`config.mk`:
```
export PLATFORM = sky130hd
export DESIGN_NAME = reg_file_param
export DESIGN_NICKNAME = d
export VERILOG_FILES = /design/src/rtl/rf_pkg.sv /design/src/rtl/rf_scoreboard.sv /design/src/rtl/reg_file_param.sv
export SDC_FILE = /design/constraint.sdc
export NUM_CORES = 1
export LEC_CHECK = 0
export BUFFER_PORTS_ARGS = -buffer_cell sky130_fd_sc_hd__buf_2
export CORE_ASPECT_RATIO = 0.7
export CORE_MARGIN = 2
export CORE_UTILIZATION = 49
export DETAILED_ROUTE_END_ITERATION = 10
export PLACE_DENSITY = 0.79
export RECOVER_POWER = 25
export SETUP_SLACK_MARGIN = 0.4
export SLEW_MARGIN = 20
export SYNTH_ARGS = -nofsm -noshare
export SYNTH_HDL_FRONTEND = slang
export SYNTH_SLANG_ARGS = --single-unit
export TNS_END_PERCENT = 20
```
`constraint.sdc`:
```
create_clock -name clk -period 1 [get_ports clk]
set_input_delay 0.1 -clock clk [delete_from_list [all_inputs] [get_ports clk]]
set_output_delay 0.1 -clock clk [all_outputs]
set_load 0.1 [all_outputs]
```
`src/rtl/rf_pkg.sv`:
```
// Shared constants for the parametrised register file: default sizes,
// reset contents of the low registers and a clog2 helper.
package rf_pkg;

    localparam int RF_DATA_W   = 8;
    localparam int RF_NUM_REGS = 4;

    localparam logic [7:0] INIT_TABLE [4] = '{8'd1, 8'd2, 8'd3, 8'd5};

    function automatic int rf_clog2(input int value);
        int result;
        result = 0;
        for (int v = value - 1; v > 0; v = v >> 1) begin
            result = result + 1;
        end
        return result;
    endfunction

    // Registers beyond the table come out of reset as zero.
    function automatic logic [7:0] rf_init_val(input int unsigned idx);
        if (idx < 4) begin
            return INIT_TABLE[idx[1:0]];
        end
        return '0;
    endfunction

endpackage

```
`src/rtl/rf_scoreboard.sv`:
```
// Per-register busy scoreboard: reservations set, writebacks clear,
// a same-cycle reservation beats the writeback on the same register.
module rf_scoreboard
    import rf_pkg::*;
#(
    parameter int NUM_REGS = RF_NUM_REGS,
    parameter int ZERO_REG = 1
) (
    input  logic                          clk,
    input  logic                          reset,
    input  logic                          rsv_en,
    input  logic [rf_clog2(NUM_REGS)-1:0] rsv_addr,
    input  logic                          wr_en,
    input  logic [rf_clog2(NUM_REGS)-1:0] wr_addr,
    output logic [NUM_REGS-1:0]           busy_vec,
    output logic [NUM_REGS-1:0]           busy_nxt
);

    logic [NUM_REGS-1:0] busy_q;
    logic [NUM_REGS-1:0] busy_d;

    always_comb begin
        busy_d = busy_q;
        if (wr_en) begin
            busy_d[wr_addr] = 1'b0;
        end
        if (rsv_en) begin
            busy_d[rsv_addr] = 1'b1;
        end
        if (ZERO_REG != 0) begin
            busy_d[0] = 1'b0;
        end
    end

    always_ff @(posedge clk or negedge reset) begin
        if (!reset) begin
            busy_q <= '0;
        end else begin
            busy_q <= busy_d;
        end
    end

    assign busy_vec = busy_q;
    assign busy_nxt = busy_d;

endmodule

```
`src/rtl/reg_file_param.sv`:
```
// Parametrised register file: two registered read ports, one write port,
// optional zero register and busy scoreboard. Define RF_BYPASS_EN for write-to-read bypass.
module reg_file_param
    import rf_pkg::*;
#(
    parameter int DATA_W   = RF_DATA_W,
    parameter int NUM_REGS = RF_NUM_REGS,
    parameter int ZERO_REG = 1
) (
    input  logic                          clk,
    input  logic                          reset,
    input  logic                          rd_en,
    input  logic [rf_clog2(NUM_REGS)-1:0] rd_addr1,
    input  logic [rf_clog2(NUM_REGS)-1:0] rd_addr2,
    output logic [DATA_W-1:0]             rd_data1,
    output logic [DATA_W-1:0]             rd_data2,
    output logic                          rd_valid,
    output logic                          rd_busy1,
    output logic                          rd_busy2,
    input  logic                          wr_en,
    input  logic [rf_clog2(NUM_REGS)-1:0] wr_addr,
    input  logic [DATA_W-1:0]             wr_data,
    input  logic                          rsv_en,
    input  logic [rf_clog2(NUM_REGS)-1:0] rsv_addr,
    output logic [NUM_REGS-1:0]           busy_vec
);

    localparam int ADDR_W = rf_clog2(NUM_REGS);

    logic [DATA_W-1:0] regs_q [NUM_REGS];
    logic [DATA_W-1:0] rd_data1_q, rd_data2_q;
    logic              rd_busy1_q, rd_busy2_q, rd_valid_q;
    logic [DATA_W-1:0] rd_data1_d, rd_data2_d;
    logic              rd_busy1_d, rd_busy2_d;
    logic              wr_ok;
`ifdef RF_BYPASS_EN
    logic [NUM_REGS-1:0] busy_nxt;
`endif

    rf_scoreboard #(
        .NUM_REGS (NUM_REGS),
        .ZERO_REG (ZERO_REG)
    ) u_scoreboard (
        .clk      (clk),
        .reset    (reset),
        .rsv_en   (rsv_en),
        .rsv_addr (rsv_addr),
        .wr_en    (wr_en),
        .wr_addr  (wr_addr),
        .busy_vec (busy_vec),
`ifdef RF_BYPASS_EN
        .busy_nxt (busy_nxt)
`else
        .busy_nxt ()
`endif
    );

    assign wr_ok = wr_en && !((ZERO_REG != 0) && (wr_addr == '0));

    always_comb begin
        rd_data1_d = regs_q[rd_addr1];
        rd_data2_d = regs_q[rd_addr2];
        rd_busy1_d = busy_vec[rd_addr1];
        rd_busy2_d = busy_vec[rd_addr2];
`ifdef RF_BYPASS_EN
        // Bypassed reads see the post-edge scoreboard, so a same-cycle reservation still shows busy.
        if (wr_en && (wr_addr == rd_addr1)) begin
            rd_data1_d = wr_data;
            rd_busy1_d = busy_nxt[rd_addr1];
        end
        if (wr_en && (wr_addr == rd_addr2)) begin
            rd_data2_d = wr_data;
            rd_busy2_d = busy_nxt[rd_addr2];
        end
`endif
        if ((ZERO_REG != 0) && (rd_addr1 == '0)) begin
            rd_data1_d = '0;
            rd_busy1_d = 1'b0;
        end
        if ((ZERO_REG != 0) && (rd_addr2 == '0)) begin
            rd_data2_d = '0;
            rd_busy2_d = 1'b0;
        end
    end

    always_ff @(posedge clk or negedge reset) begin
        if (!reset) begin
            for (int unsigned k = 0; k < NUM_REGS; k++) begin
                regs_q[k] <= DATA_W'(rf_init_val(k));
            end
        end else if (wr_ok) begin
            regs_q[wr_addr] <= wr_data;
        end
    end

    always_ff @(posedge clk or negedge reset) begin
        if (!reset) begin
            rd_data1_q <= '0;
            rd_data2_q <= '0;
            rd_busy1_q <= 1'b0;
            rd_busy2_q <= 1'b0;
            rd_valid_q <= 1'b0;
        end else begin
            rd_valid_q <= rd_en;
            if (rd_en) begin
                rd_data1_q <= rd_data1_d;
                rd_data2_q <= rd_data2_d;
                rd_busy1_q <= rd_busy1_d;
                rd_busy2_q <= rd_busy2_d;
            end
        end
    end

    assign rd_data1 = rd_data1_q;
    assign rd_data2 = rd_data2_q;
    assign rd_busy1 = rd_busy1_q;
    assign rd_busy2 = rd_busy2_q;
    assign rd_valid = rd_valid_q;

endmodule

```
==> impl_metrics.json, run 1 <==
{
  "outcome": "finished, violations left",
  "violations": "hold timing, setup timing",
  "drive_gt1_frac": 0.6260,
  "hpwlAfterDp_um": 3764,
  "worstHoldPathType": "in -> async",
  "avgRoutedWirePerCell_um": 19.16,
  "synthDistinctLibCells": 23,
  "num_rows": 21,
  "dp.cells": 296,
  "cp_max_fo": 3,
  "nets": 274,
  "placeableCoreArea_sq_mm": 0.004703,
  "insertion_delay_ps": 300,
  "clkPwrFrac": 0.182,
  "drc_errors": 0,
  "critical_path_required_ps": 900,
  "yosys_warnings": 0,
  "cts_root_buf": "clkbuf_8",
  "p_sw_frac": 0.3659,
  "die_area_sq_mm": 0.005363,
  "grt_usage": 0.2392,
  "antenna_found_initial": 0,
  "cts_tree": "built",
  "gr-total-overflow": 0,
  "slew-limit-headroom": 0.5338,
  "vdd_drop_max_v": 0.001223,
  "power_frac_comb": 0.399,
  "placed_cell_area_sq_mm": 0.003115,
  "vias_per_cell": 5.701,
  "postLayoutCellArea_sq_mm": 0.003492,
  "fin_crit_sh": 1.179,
  "final_antenna_net_count": 0,
  "final_cell_mix": "mux2_4 (37), dfrtp_1 (31), buf_12 (25)",
  "finalCriticalPeriod_ps": 1179,
  "start_util": 0.4985,
  "path_clk_slew_ps": 90,
  "diodes": 0,
  "syn_area_sq_mm": 0.002345,
  "die_w_um": 86.68,
  "hold_viol": 47,
  "p_leak_nw": 1.625,
  "drtIter0Drc": 129,
  "rsz0062_at_grt": "yes",
  "clock-skew-final_ps": 3.639,
  "synth_seq_area_share": 0.5582,
  "syn2layout_area_growth_pct": 48.93,
  "synthCells": 196,
  "cts-htree-levels": 2,
  "layout_commonest_cell": "mux2_4",
  "fin_ws_ps": -178.8,
  "p_sw_mw": 2.457,
  "grt_pass1_wl_um": 9453,
  "gp_congestion": 0.7560,
  "holdWs_ps": -50.48,
  "fin_cells": 311,
  "dr.pass1.iters": 4,
  "setup_viol": 23,
  "cap_violations": 0,
  "worst_pin_slew_ps": 699.2,
  "drt-total-wl_um": 5959,
  "cts_buffer_depth": 2,
  "die_h_um": 61.88,
  "slew_viol_final": 0,
  "syn_nets": 217,
  "io_buffers": 42,
  "synth-seq-cells": 52,
  "endpoint_kind": "primary output",
  "clock-sinks": 52,
  "timing.fmax_ghz": 0.8483,
  "avgSynthCellArea_sq_um": 11.96,
  "p_int_mw": 4.258,
  "cp-start-kind": "register",
  "p_per_area_mw_per_mm2": 1923,
  "detailedPlace.worstSlack_ps": -91.14,
  "cts_buffers": 5,
  "route.vias.total": 1773,
  "grt_pass1_vias": 1811,
  "power_frac_seq": 0.419,
  "grt_max_degree": 53,
  "path_class": "reg -> out",
  "ios": 44,
  "cp.arrival_ps": 1080
}
cell usage after synthesis:
library cell,instances,area share
dfrtp_1,46,0.49
mux2_2,42,0.20
nand2_1,14,0.022
o21ai_0,14,0.030
o22ai_1,12,0.032
a31oi_1,10,0.027
a21oi_1,8,0.017
clkbuf_1,8,0.013
dfstp_2,6,0.067
nor2_1,6,0.0096
a22oi_1,5,0.016
buf_2,5,0.011
buf_4,4,0.013
a21o_1,3,0.0096
inv_1,2,0.0032
nand2b_1,2,0.0053
nand3b_1,2,0.0064
nand3b_2,2,0.0096
a32o_1,1,0.0043
and2b_1,1,0.0032
conb_1,1,0.0016
nand3_2,1,0.0043
nor2b_1,1,0.0027
worst max-delay path, cell delays in order (launching register included):
cell and delay [ps]:
dfrtp_4 490, buf_6 130, buf_12 150
kinds of logic after synthesis:
group                  share of synthesized area
AO/OA/AOI/OAI                             0.1355
buffers and inverters                    0.03949
flip-flops                                0.5582
multiplexers                              0.2017
other                                   0.001599
AND/OR/NAND/NOR                          0.06350
cell type report:
type | instances | area (sq um)
flip-flops and latches | 52 | 1360
clock buffers | 8 | 90.09
repair buffers | 67 | 773.2
fillers | 299 | 1211
inverters | 2 | 7.507
multi-input cells | 125 | 1190
well taps | 57 | 71.32
power groups by stage:
stage          clock (mW)  sequential (mW)  combinational [mW]
6_report             1.22             2.81                2.68
5_1_grt              1.34             2.85                2.79
4_1_cts              1.24             2.79                2.59
3_5_place_dp            0             2.81                2.35
3_3_place_gp            0             2.80                2.31
2_1_floorplan           0             3.64               0.576
metal layers:
metal	vias up	GRT usage	routed length [um]
met1	892	0.3208	2639
li1	816	-	-
met2	56	0.4143	2934
met5	-	0	0
met4	0	0.06027	58
met3	9	0.04359	327
through the flow:
| stage | TNS (ps) | power (mW) | utilization | hold slack (ps) |
|---|---|---|---|---|
| 4_1_cts | -1529 | 6.615 | 0.7236 | -211.8 |
| 6_report | -1638 | 6.716 | 0.7425 | -50.48 |
| 2_1_floorplan | -1204 | 4.213 | - | -195.6 |
| 3_5_place_dp | -1098 | 5.163 | 0.6624 | 110.8 |
| 3_3_place_gp | -376.5 | 5.108 | 0.6624 | 108.3 |
| 5_1_grt | -2434 | 6.978 | 0.7425 | -6.542 |
final timing paths:
path / startpoint / end / slack, ps / depth (start not counted)
setup reg to reg: u_scoreboard.busy_vec[3]$_DFF_PN0_ / u_scoreboard.busy_vec[3]$_DFF_PN0_ / -160 / 4
max in group asynchronous: reset / rd_data2[7]$_DFFE_PN0P_ / 520 / 2
min in group clk: rsv_addr[0] / u_scoreboard.busy_vec[2]$_DFF_PN0_ / -10 / 2
hold / removal: reset / regs_q[29]$_DFFE_PN0P_ / -50 / 2
hold reg to reg: regs_q[24]$_DFFE_PN1P_ / regs_q[24]$_DFFE_PN1P_ / 380 / 0
setup / recovery: u_scoreboard.busy_vec[1]$_DFF_PN0_ / busy_vec[1] / -180 / 2
flip-flops by register name, indices dropped and copies added (netlist names):
name,cells
regs_q,30
rd_busy2,1
rd_valid,1
rd_data2,8
u_scoreboard.busy_vec,3
rd_busy1,1
rd_data1,8
repair_timing:
action,4_1_cts,5_1_grt
gates resized for setup,45,15
pin swaps,12,4
gates cloned,0,0
endpoints found under the setup margin,67,68
buffers inserted,4,3
hold endpoints to repair,47,47
Note: power is estimated with default switching activity, not from simulation.
==> run 2: changes to the inputs <==
--- a/config.mk
+++ b/config.mk
@@ -10,7 +10,7 @@
 export CORE_MARGIN = 2
 export CORE_UTILIZATION = 49
 export DETAILED_ROUTE_END_ITERATION = 10
-export PLACE_DENSITY = 0.79
+export PLACE_DENSITY = 0.72
 export RECOVER_POWER = 25
 export SETUP_SLACK_MARGIN = 0.4
 export SLEW_MARGIN = 20
==> impl_metrics.json, run 2 (synthesis gave the netlist of run 1 again) <==
{
  "regToRegEndpoint": "rd_busy2$_DFFE_PN0P_",
  "ios": 44,
  "clock-sinks": 52,
  "vias_per_cell": 5.590,
  "p_leak_nw": 1.612,
  "slew_viol_final": 0,
  "final_antenna_net_count": 0,
  "cts_tree": "built",
  "syn2layout_area_growth_pct": 47.87,
  "cp_max_fo": 3,
  "layout_commonest_cell": "mux2_4",
  "placed_cell_area_sq_mm": 0.003133,
  "cp.arrival_ps": 1080,
  "crit_buf_inv": 2,
  "path_clk_slew_ps": 90,
  "violations": "hold timing, setup timing",
  "die_h_um": 61.88,
  "regMostFlops": "regs_q",
  "avgRoutedWirePerCell_um": 18.30,
  "nets": 274,
  "cap_violations": 0,
  "cts_buffers": 5,
  "drt-total-wl_um": 5674,
  "drive_gt1_frac": 0.6206,
  "cp-start-kind": "register",
  "endpoint_kind": "primary output",
  "route.vias.total": 1733,
  "drtIter0Drc": 99,
  "clock-skew-final_ps": 6.198,
  "crit_start": "u_scoreboard.busy_vec[1]$_DFF_PN0_",
  "insertion_delay_ps": 300,
  "reg2reg_from": "u_scoreboard.busy_vec[1]$_DFF_PN0_",
  "io_buffers": 42,
  "fin_crit_sh": 1.176,
  "detailedPlace.worstSlack_ps": -89.65,
  "rr_worst_depth": 3,
  "die_area_sq_mm": 0.005363,
  "path_class": "reg -> out",
  "drc_errors": 0,
  "cpPeakStageDelay_ps": 500,
  "timing.fmax_ghz": 0.8505,
  "grt_usage": 0.2285,
  "antenna_found_initial": 0,
  "die_w_um": 86.68,
  "cts_buffer_depth": 2,
  "outcome": "finished, violations left",
  "num_rows": 21,
  "worst_pin_slew_ps": 697.8,
  "reg2reg_setup_slack_ps": -80,
  "holdWs_ps": -46.94,
  "setup_viol": 24,
  "largest_reg_flops": 30,
  "worstHoldPathType": "in -> async",
  "critical_path_required_ps": 900,
  "cp_slowest_cell": "dfrtp_4",
  "fin_ws_ps": -175.8,
  "worstPathCellList": "buf_6, buf_12",
  "start_util": 0.4985,
  "rsz0062_at_grt": "yes",
  "final_cell_mix": "mux2_4 (36), dfrtp_1 (31), buf_12 (24)",
  "hold_viol": 47,
  "diodes": 0,
  "cts_root_buf": "clkbuf_8",
  "grt_pass1_vias": 1722,
  "vdd_drop_max_v": 0.001052,
  "postLayoutCellArea_sq_mm": 0.003467,
  "cts-htree-levels": 2,
  "dr.pass1.iters": 5,
  "cpLargestDelayFamily": "flip-flops",
  "hpwlAfterDp_um": 3699,
  "gr-total-overflow": 0,
  "slew-limit-headroom": 0.5348,
  "gp_congestion": 0.8031,
  "grt_max_degree": 53,
  "placeableCoreArea_sq_mm": 0.004703,
  "p_per_area_mw_per_mm2": 1928,
  "finalCriticalPeriod_ps": 1176,
  "grt_pass1_wl_um": 9204
}
[run 2: cell count changes in the layout (fill, tap and decap cells not counted), sizes merged]
cell / delta
clkbuf: -1
[run 2: worst register-to-register path, cell delays in order, from the launching register on]
cell and delay [ps]:
dfrtp_4 500, mux2_4 280, a22oi_2 130, a21oi_2 70
[run 2: report_power, final]
| part | switching [mW] | internal [mW] | total, mW |
|---|---|---|---|
| registers | 0.318 | 2.50 | 2.81 |
| logic | 1.45 | 1.16 | 2.61 |
| clock network | 0.649 | 0.618 | 1.27 |
| total | 2.42 | 4.27 | 6.69 |
[run 2: worst max-delay path by stage]
stage	endpoint	slack (ps)	cells after the start
floorplan	rd_busy1$_DFFE_PN0P_	-240	3
global placement	rd_busy2$_DFFE_PN0P_	-60	3
detailed placement	rd_busy1$_DFFE_PN0P_	-90	3
CTS	busy_vec[1]	-180	2
global route	busy_vec[1]	-210	2
finish	busy_vec[1]	-180	2
[run 2: layout make-up]
type	instances	area, sq um
Clock buffer	7	96.34
Fill cell	294	1236
Inverter	2	7.507
Multi-Input combinational cell	125	1171
Sequential cell	52	1360
Tap cell	57	71.32
Timing Repair Buffer	67	760.7
[run 2: per-layer routing]
layer / up-vias / GRT usage / part of all wire
met5: - / 0 / 0
met1: 870 / 0.3446 / 0.49
met2: 48 / 0.3396 / 0.46
met3: 2 / 0.04888 / 0.045
met4: 0 / 0.05580 / 0.0033
li1: 813 / - / -
[run 2: stage by stage]
step	total power, mW	setup TNS (ps)	cells	util	hold slack, ps
after floorplan	4.213	-1204	196	-	-195.6
after global placement	5.124	-248.5	300	0.6661	110.2
after detailed placement	5.166	-729.7	300	0.6661	115.9
after CTS	6.647	-1559	310	0.7225	-211.8
after global routing	6.972	-2341	310	0.7372	-4.269
final	6.686	-1423	310	0.7372	-46.94
[run 2: timing repair]
action / CTS / global route
endpoints found under the hold margin: 47 / 47
endpoints found under the setup margin: 68 / 68
cloned: 0 / 0
pin swaps: 11 / 5
resized for setup: 40 / 15
setup buffers: 3 / 0
==> run 3: changes to the inputs <==
--- a/config.mk
+++ b/config.mk
@@ -7,7 +7,6 @@
 export LEC_CHECK = 0
 export BUFFER_PORTS_ARGS = -buffer_cell sky130_fd_sc_hd__buf_2
 export CORE_ASPECT_RATIO = 0.7
-export CORE_MARGIN = 2
 export CORE_UTILIZATION = 49
 export DETAILED_ROUTE_END_ITERATION = 10
 export PLACE_DENSITY = 0.72
==> impl_metrics.json, run 3 (synthesis gave the netlist of run 1 again) <==
{
  "outcome": "finished, violations left",
  "violations": "hold timing, setup timing",
  "cts-htree-levels": 2,
  "hpwlAfterDp_um": 3883,
  "postLayoutCellArea_sq_mm": 0.003445,
  "cts_tree": "built",
  "cap_violations": 0,
  "start_util": 0.5264,
  "path_clk_slew_ps": 90,
  "drc_errors": 0,
  "io_buffers": 42,
  "fin_crit_sh": 1.195,
  "cts_buffers": 5,
  "slew-limit-headroom": 0.5274,
  "drt-total-wl_um": 6121,
  "fin_ws_ps": -195.5,
  "critical_path_required_ps": 900,
  "detailedPlace.worstSlack_ps": -96.49,
  "reg2reg_setup_slack_ps": -190,
  "reg2reg_from": "u_scoreboard.busy_vec[1]$_DFF_PN0_",
  "avgRoutedWirePerCell_um": 19.87,
  "drive_gt1_frac": 0.6324,
  "post-route-util": 0.7733,
  "grt_max_degree": 53,
  "endpoint_kind": "primary output",
  "vias_per_cell": 5.860,
  "gp_congestion": 0.8199,
  "insertion_delay_ps": 310,
  "syn2layout_area_growth_pct": 46.90,
  "antenna_found_initial": 0,
  "largest_reg_flops": 30,
  "placeableCoreArea_sq_mm": 0.004454,
  "cp-start-kind": "register",
  "nets": 273,
  "drtIter0Drc": 59,
  "setup_viol": 25,
  "worstHoldPathType": "in -> async",
  "vdd_drop_max_v": 0.001141,
  "gr-total-overflow": 0,
  "worst_pin_slew_ps": 708.9,
  "grt_usage": 0.2597,
  "ios": 44,
  "layout_commonest_cell": "mux2_4",
  "grt_pass1_wl_um": 9673,
  "clock-sinks": 52,
  "p_leak_nw": 1.581,
  "holdWs_ps": -56.94,
  "dr.pass1.iters": 6,
  "timing.fmax_ghz": 0.8365,
  "cts_buffer_depth": 2,
  "rsz0062_at_grt": "yes",
  "cp_max_fo": 3,
  "num_rows": 20,
  "die_w_um": 84.68,
  "hold_viol": 47,
  "regMostFlops": "regs_q",
  "grt_pass1_vias": 1881,
  "route.vias.total": 1805,
  "setup-tns-final_ps": -1974,
  "clock-skew-final_ps": 5.944,
  "die_area_sq_mm": 0.005070,
  "die_h_um": 59.88,
  "path_class": "reg -> out",
  "cp.arrival_ps": 1100,
  "slew_viol_final": 0,
  "rr_worst_depth": 3,
  "placed_cell_area_sq_mm": 0.003103,
  "final_antenna_net_count": 0,
  "crit_start": "u_scoreboard.busy_vec[1]$_DFF_PN0_",
  "final_cell_mix": "mux2_4 (32), dfrtp_1 (31), buf_12 (23)",
  "finalCriticalPeriod_ps": 1195,
  "cts_root_buf": "clkbuf_8",
  "p_per_area_mw_per_mm2": 1926,
  "regToRegEndpoint": "rd_busy2$_DFFE_PN0P_",
  "diodes": 0
}
-- run 3: area by class of cell --
type | instances | area (sq um)
fill | 277 | 1010
sequential | 52 | 1360
multi-input combinational | 125 | 1186
timing repair buffer | 66 | 740.7
clock inverter | 1 | 5.005
tap | 55 | 68.82
inverter | 2 | 7.507
clock buffer | 7 | 76.32
-- run 3: critical path, stage by stage, from the launching register on --
cell	delay [ps]
dfrtp_4	500
buf_6	130
buf_12	150
-- run 3: power by group --
part	internal [mW]	total (mW)	switching [mW]
Clock	0.493	1.17	0.682
Combinational	1.15	2.64	1.49
Sequential	2.50	2.82	0.327
-- run 3: through the flow --
stage          instances  power, mW
3_3_place_gp         296      5.118
3_5_place_dp         296      5.170
2_1_floorplan        196      4.213
6_report             308      6.635
5_1_grt              308      6.878
4_1_cts              305      6.523
-- run 3: how the worst max path moves through the flow --
stage | end | slack (ps)
6_report | busy_vec[1] | -200
5_1_grt | busy_vec[1] | -230
4_1_cts | busy_vec[1] | -200
3_5_place_dp | rd_busy2$_DFFE_PN0P_ | -100
3_3_place_gp | rd_busy2$_DFFE_PN0P_ | -60
2_1_floorplan | rd_busy1$_DFFE_PN0P_ | -240
-- run 3: routing by layer --
layer	share of wire	global-route usage	wire, um	vias up
li1	-	-	-	814
met1	0.44	0.3376	2721	893
met2	0.47	0.4332	2853	78
met3	0.060	0.07044	370	20
met4	0.029	0.08475	176	0
met5	0	0	0	-
-- run 3: repair_timing --
action,4_1_cts,5_1_grt
gates resized for setup,38,20
setup buffers,1,3
pin swaps,8,5
setup endpoints to repair,68,68
gates cloned,0,0
endpoints found under the hold margin,47,48
